## config.mk

```make
export PLATFORM = sky130hd
export DESIGN_NAME = uart_rx
export DESIGN_NICKNAME = d
export VERILOG_FILES = /design/src/rtl/uart_pkg.sv /design/src/rtl/uart_baud_tick.sv /design/src/rtl/uart_rx.sv
export SDC_FILE = /design/constraint.sdc
export NUM_CORES = 1
export LEC_CHECK = 0
export CAP_MARGIN = 10
export CORE_UTILIZATION = 57
export CTS_CLUSTER_SIZE = 8
export DETAILED_ROUTE_END_ITERATION = 8
export GPL_ROUTABILITY_DRIVEN = 0
export PLACE_DENSITY = 0.83
export RECOVER_POWER = 50
export SYNTH_ARGS = -nofsm -noshare
export SYNTH_HDL_FRONTEND = slang
export SYNTH_SLANG_ARGS = --single-unit
```

## constraint.sdc

```tcl
create_clock -name clk -period 2.6 [get_ports clk]
set_clock_uncertainty 0.2 [all_clocks]
set_input_delay 0.78 -clock clk [delete_from_list [all_inputs] [get_ports clk]]
set_output_delay 0.78 -clock clk [all_outputs]
set_load 0.05 [all_outputs]
```

## src/rtl/uart_pkg.sv

```systemverilog
// uart_pkg: shared types and helpers for the UART receiver and transmitter.
// Latency: n/a (declarations only).
// Backpressure: n/a.
package uart_pkg;

    typedef enum logic [2:0] {
        IDLE,
        START,
        DATA,
        PARITY,
        STOP,
        BREAK
    } uart_state_t;

    localparam int DATA_BITS = 8;

    // Clocks per oversampling tick, rounded down.
    function automatic int baud_div(input int clk_freq, input int baud, input int oversample);
        return clk_freq / (baud * oversample);
    endfunction

endpackage

```

## src/rtl/uart_baud_tick.sv

```systemverilog
// uart_baud_tick: free-running divider producing a one-clk tick every DIV clocks.
// Latency: first tick DIV clocks after clr drops; clr forces the phase back to zero.
// Backpressure: none -- tick is a strobe, the consumer must act on it in that cycle.
module uart_baud_tick #(
    parameter int DIV = 10
) (
    input  logic clk,
    input  logic rst,
    input  logic clr,
    output logic tick
);

    localparam int CW = (DIV > 1) ? $clog2(DIV) : 1;
    localparam logic [CW-1:0] LAST = CW'(DIV - 1);

    logic [CW-1:0] cnt;

    // count 0..DIV-1 and wrap; clr pins the count at zero so the next tick is a full period away
    always_ff @(posedge clk) begin
        if (rst || clr) begin
            cnt <= '0;
        end else if (cnt == LAST) begin
            cnt <= '0;
        end else begin
            cnt <= cnt + CW'(1);
        end
    end

    assign tick = !clr && (cnt == LAST);

endmodule

```

## src/rtl/uart_rx.sv

```systemverilog
// uart_rx: 8N1 receiver with 2-flop synchroniser, start-bit check and 3-sample majority vote per bit.
// Latency: rx reaches decisions 2 clk late; data_valid pulses 1 clk after the mid-stop-bit vote.
// Backpressure: none -- data_valid/frame_err are single-cycle strobes; data_out holds until the next good frame.
// Build option UART_RX_PARITY_EN adds a parity bit before the stop bit, PARITY_ODD and the parity_err strobe.
module uart_rx
    import uart_pkg::*;
#(
    parameter int CLK_FREQ   = 50000000,
    parameter int BAUD       = 9600,
    parameter int OVERSAMPLE = 16
`ifdef UART_RX_PARITY_EN
    ,
    parameter bit PARITY_ODD = 1'b0
`endif
) (
    input  logic       clk,
    input  logic       rst,
    input  logic       rx,
    output logic [7:0] data_out,
    output logic       data_valid,
    output logic       frame_err,
`ifdef UART_RX_PARITY_EN
    output logic       parity_err,
`endif
    output logic       busy
);

    localparam int DIV = baud_div(CLK_FREQ, BAUD, OVERSAMPLE);
    localparam int M   = OVERSAMPLE / 2;
    localparam int TW  = $clog2(OVERSAMPLE);

    // vote window is the three ticks around mid-bit; T_HI is where the decision is taken
    localparam logic [TW-1:0] T_LO  = TW'(M - 1);
    localparam logic [TW-1:0] T_MID = TW'(M);
    localparam logic [TW-1:0] T_HI  = TW'(M + 1);
    localparam logic [TW-1:0] T_END = TW'(OVERSAMPLE - 1);
    localparam logic [2:0]    LAST_BIT = 3'(DATA_BITS - 1);

    logic                 rx_meta;
    logic                 rx_s;
    logic                 rx_d;
    logic                 tick;
    logic                 tick_clr;
    logic [TW-1:0]        t;
    logic [1:0]           ones;
    logic                 maj;
    logic [2:0]           bit_cnt;
    logic [DATA_BITS-1:0] shreg;
    uart_state_t          state;
`ifdef UART_RX_PARITY_EN
    logic                 par_bit;
`endif

    // two-flop synchroniser plus one delay flop for falling-edge detection; idle line is high
    always_ff @(posedge clk) begin
        if (rst) begin
            rx_meta <= 1'b1;
            rx_s    <= 1'b1;
            rx_d    <= 1'b1;
        end else begin
            rx_meta <= rx;
            rx_s    <= rx_meta;
            rx_d    <= rx_s;
        end
    end

    // divider is held in IDLE so the tick phase is referenced to the start edge
    assign tick_clr = (state == IDLE);

    uart_baud_tick #(
        .DIV(DIV)
    ) u_tick (
        .clk (clk),
        .rst (rst),
        .clr (tick_clr),
        .tick(tick)
    );

    // ones holds the count of high samples at T_LO and T_MID (0..2); rx_s supplies the third vote
    assign maj = ones[1] | (ones[0] & rx_s);

    // receive FSM: tick-indexed sampling, bit assembly and registered result strobes
    always_ff @(posedge clk) begin
        if (rst) begin
            state      <= IDLE;
            t          <= '0;
            ones       <= '0;
            bit_cnt    <= '0;
            shreg      <= '0;
            data_out   <= '0;
            data_valid <= 1'b0;
            frame_err  <= 1'b0;
            busy       <= 1'b0;
`ifdef UART_RX_PARITY_EN
            par_bit    <= 1'b0;
            parity_err <= 1'b0;
`endif
        end else begin
            data_valid <= 1'b0;
            frame_err  <= 1'b0;
`ifdef UART_RX_PARITY_EN
            parity_err <= 1'b0;
`endif
            case (state)
                IDLE: begin
                    t       <= '0;
                    ones    <= '0;
                    bit_cnt <= '0;
                    if (rx_d && !rx_s) begin
                        state <= START;
                        busy  <= 1'b1;
                    end
                end
                BREAK: begin
                    // a held-low line must go high before another start edge is accepted
                    if (rx_s) begin
                        state <= IDLE;
                        busy  <= 1'b0;
                    end
                end
                default: begin
                    if (tick) begin
                        t <= (t == T_END) ? '0 : t + 1'b1;
                        if (t == T_LO || t == T_MID) begin
                            ones <= ones + {1'b0, rx_s};
                        end else if (t == T_HI) begin
                            ones <= '0;
                        end
                        case (state)
                            START: begin
                                if (t == T_HI && maj) begin
                                    state <= IDLE;
                                    busy  <= 1'b0;
                                end else if (t == T_END) begin
                                    state <= DATA;
                                end
                            end
                            DATA: begin
                                if (t == T_HI) begin
                                    shreg <= {maj, shreg[DATA_BITS-1:1]};
                                end
                                if (t == T_END) begin
                                    bit_cnt <= bit_cnt + 3'd1;
                                    if (bit_cnt == LAST_BIT) begin
`ifdef UART_RX_PARITY_EN
                                        state <= PARITY;
`else
                                        state <= STOP;
`endif
                                    end
                                end
                            end
`ifdef UART_RX_PARITY_EN
                            PARITY: begin
                                if (t == T_HI) begin
                                    par_bit <= maj;
                                end
                                if (t == T_END) begin
                                    state <= STOP;
                                end
                            end
`endif
                            STOP: begin
                                // leave mid-stop so a back-to-back start edge is not missed
                                if (t == T_HI) begin
                                    if (maj) begin
                                        state <= IDLE;
                                        busy  <= 1'b0;
`ifdef UART_RX_PARITY_EN
                                        if (par_bit != ((^shreg) ^ PARITY_ODD)) begin
                                            parity_err <= 1'b1;
                                        end else begin
                                            data_out   <= shreg;
                                            data_valid <= 1'b1;
                                        end
`else
                                        data_out   <= shreg;
                                        data_valid <= 1'b1;
`endif
                                    end else begin
                                        frame_err <= 1'b1;
                                        state     <= BREAK;
                                    end
                                end
                            end
                            default: ;
                        endcase
                    end
                end
            endcase
        end
    end

endmodule

```

## After elaboration in Yosys (flattened, before gate mapping)

Index checks and enable logic that the tools add are counted.

| word-level totals | value |
|---|---|
| register bits | 43 |
| bits of input ports | 3 |
| output and inout port bits | 11 |
| word-level logic and storage cells | 99 |

| cells by class | value |
|---|---|
| add/sub/neg operators | 4 |
| equal/unequal tests | 18 |
| muxes and demuxes | 32 |
| bitwise operators | 7 |
| reduce and logical (&&, ||, !) cells | 25 |

Operator list:

| cell | count |
|---|---|
| 3-bit two-way mux | 12 |
| 4-bit equality test (second input constant) | 3 |
| 4-bit by 3-bit != test with 1-bit output (second input constant) | 3 |
| 3-bit case mux with 2 select lines | 2 |
| 9-bit by 1-bit adder with 9-bit output (second input constant) | 1 |
| 3-bit equality test (second input constant) | 3 |
| 9-bit equality test (second input constant) | 1 |
| 3-bit case mux with 3 select lines | 1 |
| 1-bit two-way mux | 8 |
| 4-bit two-way mux | 2 |
| 4-bit by 2-bit != test with 1-bit output (second input constant) | 2 |
| 4-bit case mux with 2 select lines | 1 |
| 4-bit AND reduction | 2 |
| 8-bit AND reduction | 1 |
| 7-bit AND reduction | 1 |
| 2-bit two-way mux | 3 |
| 2-bit nonzero test | 3 |
| 3-bit nonzero test | 2 |
| 6-bit OR reduction | 1 |
| 5-bit by 4-bit != test with 1-bit output (second input constant) | 1 |
| 1-bit NOT | 5 |
| 5-bit AND reduction | 1 |
| 5-bit nonzero test | 1 |
| 4-bit by 1-bit adder with 4-bit output (second input constant) | 1 |
| other kinds (18) | 25 |

## Logic depth before layout (Yosys ltp)

| logic depth | value |
|---|---|
| depth after elaboration | 7 |
| depth in mapped cells | 8 |
| mapped depth without buffers | 8 |

## Modules after synthesis

A second synthesis with hierarchy kept.

| unflattened totals | value |
|---|---|
| cells, all modules | 218 |
| area, all modules | 2,063.2 µm² |

By module, submodules not included:

| module | times used | cells each | area each (µm²) | sequential area each (µm²) |
|---|---|---|---|---|
| uart_rx | 1 | 170 | 1,616.6 | 680.7 |
| uart_baud_tick | 1 | 48 | 446.7 | 180.2 |

## Worst setup path before layout

Ideal clock, no wire load.

| timing | value |
|---|---|
| kind | reg-to-reg |
| from | reg u_tick.cnt[0] |
| to | reg busy |
| library setup time | 69 ps |
| arrival | 1,790 ps |
| required time | 2,331 ps |
| slack | 541 ps |
| cell stages (with the launch flop) | 8 |
| path buffers | 0 |
| period minus slack after synthesis | 2,059 ps |
| cells stage by stage | dfxtp_1 inv_1 ha_1 and4bb_2 nand2_4 o32a_1 or4_1 o21ai_1 |

| between the ends | value |
|---|---|
| cells in the longest elaborated chain, start to end | 4 |

Ends and longest elaborated chain:

| what | line | text |
|---|---|---|
| start, declared | uart_baud_tick.sv:16 | `logic [CW-1:0] cnt;` |
| start signal, assigned | uart_baud_tick.sv:25 | `cnt <= cnt + CW'(1);` |
| 9-bit equality test | uart_baud_tick.sv:29 | `assign tick = !clr && (cnt == LAST);` |
| 1-bit logical AND | uart_baud_tick.sv:29 |  |
| 3-bit nonzero test (no line) | -- |  |
| 7-bit AND reduction (no line) | -- |  |
| end signal, assigned | uart_rx.sv:93 | `busy <= 1'b0;` |
| end signal, assigned | uart_rx.sv:111 | `busy <= 1'b1;` |
| end signal, assigned | uart_rx.sv:118 | `busy <= 1'b0;` |
| end, declared | uart_rx.sv:25 | `output logic busy` |

Every way passes these cells.
A chain may end at the register's enable or synchronous reset.

## Worst setup path in the final report

| timing | value |
|---|---|
| from | reg busy |
| to | out busy |

No word-level cell between the ends.

==> impl_metrics.env <==
export IMPL_coreArea_sq_um=3363
export IMPL_nets=259
export IMPL_holdPathStages=1
export IMPL_seq_area_frac_synth=0.4289
export IMPL_grt_pass1_wl_mm=6.085
export IMPL_utilization=0.6693
export IMPL_wl_met3_microns=114
export IMPL_grt_pass1_vias=1347
export IMPL_slew_limit_headroom=0.4287
export IMPL_start_util=0.5967
export IMPL_slowest_delay_ns=0.80
export IMPL_cts_resized=0
export IMPL_dp_hpwl_mm=2.550
export IMPL_synthesis_area_sq_um=2007
export IMPL_antenna_found_initial=0
export IMPL_htreeDepth=2
export IMPL_synth_top_area_share=0.4289
export IMPL_diodes=0
export IMPL_r2r_cells=7
export IMPL_synth_edf_count=0
export IMPL_drt_wirelength_per_cell_microns=12.27
export IMPL_met2_length_mm=1.571
export IMPL_drt_wl_total_mm=3.594
export IMPL_layout_drive_gt1_share=0.05668
export IMPL_fill_cells=302
export IMPL_worst_path_buf_inv=1
export IMPL_r2r_start="u_tick.cnt[0]"
export IMPL_ys_warnings_count=0
export IMPL_grt_overflow=0
export IMPL_powerDensity_nw_per_um2=536.9
export IMPL_syn2layout_area_growth_pct=12.16
export IMPL_drc=0
export IMPL_viasPerCell=5.430
export IMPL_min_period_over_period=0.9580
export IMPL_mostFrequentLayoutCell="dfxtp_1"
export IMPL_ant_nets=0
export IMPL_cts_setup_buffers=0
export IMPL_hp_class="flip-flop to flip-flop"
export IMPL_synth_ff_type="dfxtp_1"
export IMPL_maxCapViolCount=0
export IMPL_required_ns=1.62
export IMPL_cp_top_family="buffers and inverters"
export IMPL_setup_violations=0
export IMPL_finalCriticalPeriod_ns=2.491
export IMPL_first_pass_iters=4
export IMPL_worstMarginPinSlew_ns=0.8569
export IMPL_clk_path_buf_depth=2
export IMPL_portBuffers=13
export IMPL_fin_total_pwr_mw=1.208
export IMPL_dr_total_vias=1591
export IMPL_cp_cell_sequence="clkdlybuf4s50_1"
export IMPL_clkTransAtPathRegs_ns=0.12
export IMPL_path_max_fanout=2
export IMPL_grt_max_degree=22
export IMPL_multi_input_area_sq_um=1071
export IMPL_cp_arrival_ns=1.51
export IMPL_postSynth_asyncResetShare=0
export IMPL_cts_buffers_inserted=5
export IMPL_synth_top_area_cell="dfxtp_1"
export IMPL_p_leak_nw=0.8784
export IMPL_die_h_microns=61.34
export IMPL_ir_worst_vdd_mv=0.2680
export IMPL_highest_layer="met4"
export IMPL_area_sequential_sq_um=860.8
export IMPL_fmax_mhz=401.5
export IMPL_fp_dieW_microns=61.34
export IMPL_ys_ff_latch=43
export IMPL_avgSynthCellArea_sq_um=8.651
export IMPL_ioPinCount=14
export IMPL_hold_viol_final=0
export IMPL_synth_area_leaders="dfxtp_1 (43%), mux2i_1 (6.0%), ha_1 (5.6%), nand2_1 (5.6%), nor2_1 (4.7%)"
export IMPL_worstSkewPairLatency_ns=0.36
export IMPL_drv_slew=0
export IMPL_reg2reg_slack_ns=0.26
export IMPL_cpMaxStageDelayCell="clkdlybuf4s50_1"
export IMPL_grt_setup_unrepaired="false"
export IMPL_cts_root_buf="clkbuf_4"
export IMPL_syn_inst=232
export IMPL_met1Wirelength_mm=1.851
export IMPL_hp_start="rx_meta"
export IMPL_criticalPathCategory="flip-flop to output pin"
export IMPL_outcome="finished clean"
export IMPL_die_area_sq_um=3762
export IMPL_hold_path_endpoint="rx_s"
export IMPL_rows=21
export IMPL_cts_hold_buf=0
export IMPL_startpoint_type="flip-flop"
export IMPL_drtIter0Drc=62
export IMPL_clock_sinks=43
export IMPL_cts_tree="done"
export IMPL_syn_nets=244
export IMPL_worstReg2RegEnd="busy"
export IMPL_synth_cell_type_count=45
export IMPL_grt_usage=0.2186
export IMPL_layout_common_cells="dfxtp_1 (43), nand2_1 (30), nor2_1 (25)"
export IMPL_finalSetupTns_ns=0
export IMPL_cp_end_kind="output pin"
[kinds of logic (layout without fill, tap and decap cells)]
kind of cell	Yosys count	after routing	synth area share
AO/OA/AOI/OAI	41	41	0.1297
adder cells (fa/ha/maj)	9	9	0.05611
buffers and inverters	20	35	0.03741
flip-flops	43	43	0.4289
AND/OR/NAND/NOR	100	100	0.2575
XOR/XNOR	7	7	0.03055
multiplexers	12	12	0.05985
[area by class of cell]
class,count,area share
Timing Repair Buffer,16,0.06448
Multi-Input combinational cell,169,0.4758
Clock inverter,1,0.01334
Clock buffer,6,0.01834
Sequential cell,43,0.3824
Tap cell,46,0.02557
Inverter,12,0.02001
[power breakdown]
group / total, mW / internal (mW) / switching (mW) / leakage (nW)
Clock: 0.398 / 0.198 / 0.200 / 0.0383
Combinational: 0.120 / 0.0450 / 0.0750 / 0.493
Sequential: 0.690 / 0.670 / 0.0198 / 0.347
Total: 1.21 / 0.914 / 0.295 / 0.878
[layer usage]
metal  global-route usage  vias to the layer above
li1                     -                      845
met1               0.2991                      715
met2               0.3261                       25
met3              0.06723                        6
met4              0.07937                        0
met5                    0                        -
[through the flow]
step	hold WS (ns)	worst slack, ns	instance area (sq um)	std cells
5_1_grt	0.2472	0.04096	2251	293
3_5_place_dp	0.1972	0.2554	2187	286
4_1_cts	0.2266	0.09297	2258	293
3_3_place_gp	0.1955	0.3247	2187	286
2_1_floorplan	0.1895	0.5409	2007	232
6_report	0.2276	0.1093	2251	293
[sequential cells by signal (all words and copies together) (netlist names), 2 cells and up]
signal,flops
data_out,8
state,3
t,4
bit_cnt,3
shreg,8
ones,2
u_tick.cnt,9
[worst max path at each step]
stage                  start          end  depth (start not counted)
3_3_place_gp             rst         t[2]                          5
6_report                busy         busy                          1
2_1_floorplan  u_tick.cnt[0]         busy                          7
3_5_place_dp             rst      ones[1]                          6
4_1_cts          data_out[7]  data_out[7]                          1
5_1_grt          data_out[7]  data_out[7]                          1
[Yosys cell counts (2+ instances only)]
library cell   n
a2111oi_0      2
a21o_1         2
a21oi_1       15
a31oi_1        2
and2_1         4
and3_1         3
clkbuf_1       8
dfxtp_1       43
ha_1           9
inv_1         12
mux2i_1       12
nand2_1       30
nand3_1        6
nand3b_1       3
nand4_1        3
nor2_1        25
nor2b_1        2
nor3_1         4
nor3b_1        3
nor4_1         2
nor4b_1        2
o21ai_0        3
o21ai_1        5
o22ai_1        2
o31ai_1        2
or2_2          4
xor2_1         6
(Power assumes the default switching activity.)
